===== config.mk =====
export PLATFORM = sky130hd
export DESIGN_NAME = spi_read_sequencer
export DESIGN_NICKNAME = d
export VERILOG_FILES = /design/src/rtl/spi_read_sequencer.sv
export SDC_FILE = /design/constraint.sdc
export NUM_CORES = 1
export LEC_CHECK = 0
export ABC_AREA = 1
export CAP_MARGIN = 15
export CORE_ASPECT_RATIO = 0.8
export CORE_MARGIN = 4
export CORE_UTILIZATION = 54
export CTS_BUF_LIST = sky130_fd_sc_hd__clkbuf_16
export CTS_CLUSTER_DIAMETER = 100
export DETAILED_ROUTE_END_ITERATION = 7
export HOLD_SLACK_MARGIN = 0.02
export MAX_ROUTING_LAYER = met4
export PLACE_DENSITY = 0.85
export SLEW_MARGIN = 20
export SYNTH_ARGS = -nofsm -noshare
export SYNTH_HDL_FRONTEND = slang
export SYNTH_SLANG_ARGS = --single-unit

===== constraint.sdc =====
create_clock -name PCLK -period 3.49 [get_ports PCLK]
set_input_delay 0.698 -clock PCLK [delete_from_list [all_inputs] [get_ports PCLK]]
set_output_delay 0.698 -clock PCLK [all_outputs]
set_load 0.02 [all_outputs]

===== src/rtl/spi_read_sequencer.sv =====
// SPI flash read sequencer: emits command/address/dummy/data bytes to the SPI
// transmit FIFO, tracks in-flight bytes, and passes data bytes straight back.
// Build option: define SPI_FAST_READ_EN for FAST READ (0x0B + one dummy byte);
// otherwise plain READ (0x03, no dummy byte).
module spi_read_sequencer (
  input  logic        PCLK,
  input  logic        PRESET,
  input  logic        ReqValid,
  output logic        ReqReady,
  input  logic [23:0] ReqAddr,
  input  logic [7:0]  ReqLen,
  input  logic        Abort,
  output logic        TxValid,
  input  logic        TxReady,
  output logic [7:0]  TxData,
  input  logic        RxValid,
  input  logic [7:0]  RxData,
  output logic        RspValid,
  output logic [7:0]  RspData,
  output logic        RspLast,
  output logic        CSHold,
  output logic        Busy
);

  localparam int unsigned AddrW = 24;
  localparam int unsigned LenW  = 8;
  localparam int unsigned ByteW = 8;
  localparam int unsigned CntW  = 9;
  localparam int unsigned OutW  = 3;

  localparam logic [OutW-1:0] MaxOutstanding = OutW'(4);

`ifdef SPI_FAST_READ_EN
  localparam logic [ByteW-1:0] CmdByte   = 8'h0B;
  localparam logic [CntW-1:0]  HeaderLen = CntW'(5);
`else
  localparam logic [ByteW-1:0] CmdByte   = 8'h03;
  localparam logic [CntW-1:0]  HeaderLen = CntW'(4);
`endif

  typedef enum logic [2:0] {
    IDLE, CMD, ADDR, DUMMY, DATA, WAITRX, DONE, FLUSH
  } state_t;

  state_t            state, stateNext;
  logic [AddrW-1:0]  addrQ;
  logic [LenW-1:0]   lenQ;
  logic [CntW-1:0]   txCount, rxCount, lastIdx;
  logic [OutW-1:0]   outCount;
  logic              inTxn, txCan, txFire, rxTake, reqTake;

  // Index of the final byte, shared by the tx and rx streams
  assign lastIdx = HeaderLen + CntW'(lenQ);

  // State register
  always_ff @(posedge PCLK) begin
    if (PRESET) state <= IDLE;
    else        state <= stateNext;
  end

  // Next state and outputs; Abort has the final say over the next state
  always_comb begin
    stateNext = state;
    ReqReady  = 1'b0;
    TxValid   = 1'b0;
    TxData    = '0;
    RspValid  = 1'b0;
    RspData   = '0;
    RspLast   = 1'b0;
    inTxn     = (state == CMD) || (state == ADDR) || (state == DUMMY) ||
                (state == DATA) || (state == WAITRX);
    CSHold    = inTxn;
    Busy      = (state != IDLE);
    txCan     = (outCount != MaxOutstanding);
    reqTake   = 1'b0;

    case (state)
      IDLE: begin
        ReqReady = !PRESET;
        reqTake  = ReqValid && !PRESET;
        if (reqTake) stateNext = CMD;
      end
      CMD: begin
        TxValid = txCan;
        TxData  = CmdByte;
        if (txCan && TxReady) stateNext = ADDR;
      end
      ADDR: begin
        TxValid = txCan;
        case (txCount[1:0])
          2'd1:    TxData = addrQ[23:16];
          2'd2:    TxData = addrQ[15:8];
          default: TxData = addrQ[7:0];
        endcase
        if (txCan && TxReady && (txCount == CntW'(3))) begin
`ifdef SPI_FAST_READ_EN
          stateNext = DUMMY;
`else
          stateNext = DATA;
`endif
        end
      end
      DUMMY: begin
        TxValid = txCan;
        if (txCan && TxReady && (txCount == HeaderLen - CntW'(1))) stateNext = DATA;
      end
      DATA: begin
        TxValid = txCan;
        if (txCan && TxReady && (txCount == lastIdx)) stateNext = WAITRX;
      end
      WAITRX: ;
      DONE:   stateNext = IDLE;
      FLUSH:  if (outCount == '0) stateNext = IDLE;
      default: stateNext = IDLE;
    endcase

    txFire = TxValid && TxReady;
    rxTake = RxValid && (inTxn || (state == FLUSH));

    // Header echoes are dropped; data echoes go straight out, same cycle
    if (inTxn && RxValid && !Abort && (rxCount >= HeaderLen)) begin
      RspValid = 1'b1;
      RspData  = RxData;
      RspLast  = (rxCount == lastIdx);
      if (RspLast) stateNext = DONE;
    end

    if (Abort && (state != IDLE) && (state != FLUSH)) stateNext = FLUSH;
  end

  // Request capture, byte counters and outstanding-byte tracking
  always_ff @(posedge PCLK) begin
    if (PRESET) begin
      addrQ    <= '0;
      lenQ     <= '0;
      txCount  <= '0;
      rxCount  <= '0;
      outCount <= '0;
    end else begin
      if (reqTake) begin
        addrQ   <= ReqAddr;
        lenQ    <= ReqLen;
        txCount <= '0;
        rxCount <= '0;
      end else begin
        if (txFire) txCount <= txCount + CntW'(1);
        if (rxTake) rxCount <= rxCount + CntW'(1);
      end
      case ({txFire, rxTake && (outCount != '0)})
        2'b10:   outCount <= outCount + OutW'(1);
        2'b01:   outCount <= outCount - OutW'(1);
        default: outCount <= outCount;
      endcase
    end
  end

endmodule

Word-level counts from Yosys, hierarchy flattened
Index checks and enable logic that the tools add are counted.
{"block": "totals", "wordCells": 73, "reg_bits": 56}
{"block": "op_classes", "n_eq_ne": 16, "mux": 18, "order_cmp": 1, "n_addsub": 5, "reduce_logical": 27}
{"operator": "$pmux W8 S2", "n": 2}
{"operator": "$mux W3", "n": 8}
{"operator": "$add A9 B1 Y9 const B", "n": 2}
{"operator": "$eq A9 B9 Y1", "n": 2}
{"operator": "$pmux W3 S6", "n": 1}
{"operator": "$eq A3 B3 Y1 const B", "n": 4}
{"operator": "$logic_and A1 B1 Y1", "n": 12}
{"operator": "$add A3 B8 Y9 const A", "n": 1}
{"operator": "$eq A9 B2 Y1 const B", "n": 1}
{"operator": "$ge A9 B3 Y1 const B", "n": 1}
{"operator": "$mux W8", "n": 1}
{"operator": "$eq A3 B2 Y1 const B", "n": 2}
{"operator": "$logic_not A3 Y1", "n": 2}
{"operator": "$ne A3 B3 Y1 const B", "n": 2}
{"operator": "$pmux W3 S2", "n": 1}
{"operator": "$reduce_bool A3 Y1", "n": 2}
{"operator": "$logic_or A1 B1 Y1", "n": 5}
{"operator": "$mux W1", "n": 5}
{"operator": "$eq A2 B1 Y1 const B", "n": 2}
{"operator": "$eq A2 B2 Y1 const B", "n": 2}
{"operator": "$reduce_or A2 Y1", "n": 2}
{"operator": "$reduce_or A4 Y1", "n": 1}
{"operator": "$add A3 B1 Y3 const B", "n": 1}
{"operator": "$eq A3 B1 Y1 const B", "n": 1}
{"operator": "other kinds (3)", "n": 4}

Depth between registers and ports, before layout
{"block": "logic_depth", "word_depth": 10, "depth_mapped": 14, "depth_no_buf": 14}

Worst setup path after synthesis
Ideal clock, no wire load.
{"block": "synth_timing", "path_type": "register to output", "startpoint": "register txCount[0]", "endpoint": "output port TxData[2]", "t_required_ps": 2792, "path_stages_with_launch": 6, "arrival_ps": 1453, "path_slack_ps": 1339, "path_cell_list": "dfxtp_1 inv_1 ha_1 clkbuf_1 a21oi_1 a21oi_1"}
{"block": "synth_between", "elab_chain_cells": 3, "elab_cells_between_ends": 4, "cone_classes": "eq/ne (2); mux (2)"}
{"element": "from (decl)", "line": "48", "rtl": "logic [CntW-1:0] txCount, rxCount, lastIdx;"}
{"element": "from (signal assigned)", "line": "146", "rtl": "if (txFire) txCount <= txCount + CntW'(1);"}
{"element": "$eq A2 B2 Y1 / $eq A2 B1 Y1 (equally long branches)", "line": "90", "rtl": "case (txCount[1:0])"}
{"element": "$pmux W8 S2 *", "line": "90"}
{"element": "$pmux W8 S2 *", "line": "77", "rtl": "case (state)"}
{"element": "to (decl)", "line": "15", "rtl": "output logic [7:0] TxData,"}
Mark *: on every way between the ends. The rest lies on a longest branch, timed or not.

Final worst setup path
{"block": "layout_timing", "startpoint": "input port RxValid", "endpoint": "output port RspLast"}
{"block": "layout_between", "elab_chain_cells": 4}
{"element": "from (decl)", "line": "16", "rtl": "input logic RxValid,"}
{"element": "$logic_and A1 B1 Y1 (3 in a row)", "line": "121", "rtl": "if (inTxn && RxValid && !Abort && (rxCount >= HeaderLen)) begin"}
{"element": "$mux W1", "line": "121"}
{"element": "to (decl)", "line": "20", "rtl": "output logic RspLast,"}
No other way between the ends.

==> impl_results.md <==
- Final std cells w/o fill: 533
- Standard cell core area: 0.00518 mm^2
- CTS tree: built
- Worst voltage drop across the vdd grid: 0.292 mV
- Crit path time final: 3.23 ns
- Die extent in x: 91.0 um
- PwrDens: 575 mW/mm^2
- Count of input and output buffers: 67
- Flops & latches, synth: 56
- Kind of end point of the critical path: output port
- Transition time of the tightest slew-check pin: 0.592 ns
- Mapped Cells: 405
- Worst endpoint data arrival time: 2.53 ns
- CP peak stage delay: 0.59 ns
- Prevailing post-synth register cell: dfxtp_1
- First-pass GRT wire length: 13,200 um
- Setup repair after global routing missed its margin: false
- Start-to-end type of the worst setup path: input port to output port
- Post-synth top cells: 59 x nand2_1, 57 x inv_1, 56 x dfxtp_1
- Most heavily used metal layer in global routing: met2
- Top cell family by delay on the critical path: buffers and inverters
- Unique masters post-synth: 34
- Count of buffers added by post-CTS timing repair for setup: 0
- Routability-driven placement congestion ratio: 0.923
- Flip-flop and latch area: 0.00112 mm^2
- Share of the clock period used by the worst path: 0.925
- Yosys warning count: 0
- Placed Instances: 525
- Critical path data required time: 2.79 ns
- Maximum level of the CTS H-tree: 2
- Post-CTS Hold Buffers: 0
- Layout cells sized above 1: 0.0722
- Area grow syn2layout: 29.6%
- Final number of setup-violating endpoints: 0
- Met2 Track Usage GR: 0.436
- Total die area: 0.00677 mm^2
- Iteration-0 DRC Markers: 172
- Final hold violation count: 0
- Total gr overflow: 0
- Total number of clock tree sinks: 56
- Filler cell count in the final layout: 412
- Tightest Hold Check Type: flop to flop
- Cell with the most instances after synthesis: nand2_1
- Maximum clock path buffer count: 2
- Clock Tree Root: clkbuf_16
- Number of enable flip-flop cells after synthesis: 0
- Post-cts resize count: 0
- FFs w/ async S/R, synth: 0
- Multi-input combinational cell area: 0.00156 mm^2
- Average wire length per cell after detail routing: 14.8 um
- Final-layout setup total negative slack: 0 ns
- Count of vias placed by the detailed router: 3,039
- Cell-by-cell trace of the critical path: clkdlybuf4s50_1 -> nand2_2 -> nor2_1 -> nand2_2 -> nor2_2 -> nand3_2 -> inv_2 -> clkdlybuf4s50_1
- Final routed DRC violation total: 0
- Total clock buffers created by CTS: 5
- Upper clock frequency limit: 0.310 GHz
- Pre-CTS WS: 0.258 ns
- Max Transition Viols Final: 0
- Chip height: 74.4 um
- Buffers and inverters on the worst path: 3
- Leakage power figure: 1.57 nW
- Met1 Usage GRT: 0.294
- DPL Wire Length: 5780 um
- Starting Density: 0.574
- Syn_nets: 459
- Share of synthesized area occupied by flip-flops and latches: 0.377
- Cell type with the highest aggregate area in the netlist: dfxtp_1
- Number of vias per cell after detailed routing: 5.70
- Largest cells by area after synthesis: dfxtp_1 38%, nand2_1 7.4%, inv_1 7.2%
- Source-to-sink clock delay at the later pin of the worst-skew pair: 0.29 ns
- Kind of start point of the critical path: input port
- Headroom to the max-slew limit: 0.605
- Average footprint of a synthesized cell: 7.35 um^2
- Post-route setup slack: 0.263 ns
- Antenna diode instance count: 0
- Cell with the biggest individual delay on the critical path: clkdlybuf4s50_1
- Run status: complete, no violations
- Pin count of the biggest net entering global routing: 36
- Clk slew on worst S/H paths: 0.07 ns
- Summed instance area of the synthesized netlist: 0.00298 mm^2
- Count of maximum capacitance violations: 0
- Antenna violations before repair: 0
- Final clock skew: 0.00446 ns
- WL final: 7880 um
- Critical Path Fanout Max: 10
- Via count of the first global-routing pass: 2,981
- Area fraction of the dominant cell type after synthesis: 0.377
- DRT antenna net count: 0
- Overall routing resource usage: 0.249
- Drt first pass iters: 5
- IO Pins: 68
- Met3 routing resource usage after global routing: 0.0435
- Nets: 524
- Total number of placement rows: 23
==> where the power goes <==
part           internal [mW]  switching, mW
combinational          0.330          0.500
sequential             0.739         0.0793
clock                  0.338          0.231
==> routing by layer <==
layer	part of all wire	wire length, um
met1	0.44	3450
met2	0.49	3860
met3	0.061	484
met4	0.0099	78
met5	0	0
==> logic make-up after synthesis <==
group / share of synthesized area
AO/OA/AOI/OAI: 0.216
XOR/XNOR: 0.0265
adder cells (fa/ha/maj): 0.0362
buffers and inverters: 0.0980
flip-flops: 0.377
AND/OR/NAND/NOR: 0.246
==> layout make-up <==
cell class                 instances  share of cell area
clock inverter                     3              0.0110
tap                               62              0.0201
timing repair buffer              70               0.180
inverter                          62              0.0604
sequential                        56               0.291
clock buffer                       5              0.0325
multi-input combinational        275               0.405
==> path summary, 6_finish.rpt <==
path | depth (start not counted) | end | slack, ns | startpoint
max | 8 | RspLast | 0.26 | RxValid
min | 1 | outCount[0]$_SDFFE_PP0P_ | 0.46 | outCount[0]$_SDFFE_PP0P_
max reg2reg | 13 | outCount[2]$_SDFFE_PP0P_ | 0.93 | state[2]$_SDFF_PP0_
min reg2reg | 1 | outCount[0]$_SDFFE_PP0P_ | 0.46 | outCount[0]$_SDFFE_PP0P_
==> cells in the final DEF (no fill, tap or decap), types with 2 or more instances in the layout <==
master,netlist,routed
inv_2,5,5
nor2_1,32,32
inv_1,57,57
nor3b_1,2,2
o22ai_1,2,2
dfxtp_1,56,56
nand4_1,4,4
ha_1,7,7
a21oi_1,32,32
clkbuf_16,0,5
xnor2_1,8,8
nand2_2,7,7
nor2_2,2,2
nor3_1,7,7
nand2_1,59,59
o21ai_2,3,3
o21ai_0,39,39
a31oi_1,3,3
clkdlybuf4s50_1,0,67
buf_4,2,3
nand3_1,34,34
a32o_1,21,21
o211ai_1,2,2
==> per-stage QoR <==
step | utilization | cell area (um^2) | hold WS (ns) | total power [mW]
CTS | 0.744 | 3850 | 0.461 | 2.22
floorplan | - | 2980 | 0.422 | 1.36
global route | 0.744 | 3850 | 0.478 | 2.36
global placement | 0.712 | 3690 | 0.439 | 1.62
detailed placement | 0.712 | 3690 | 0.449 | 1.65
finish | 0.744 | 3850 | 0.461 | 2.22
==> flip-flops by register name (all words and copies together), names as in the netlist <==
register and flops:
addrQ 24, lenQ 8, outCount 3, rxCount 9, txCount 9, state 3
Power figures use the tool's default switching activity.
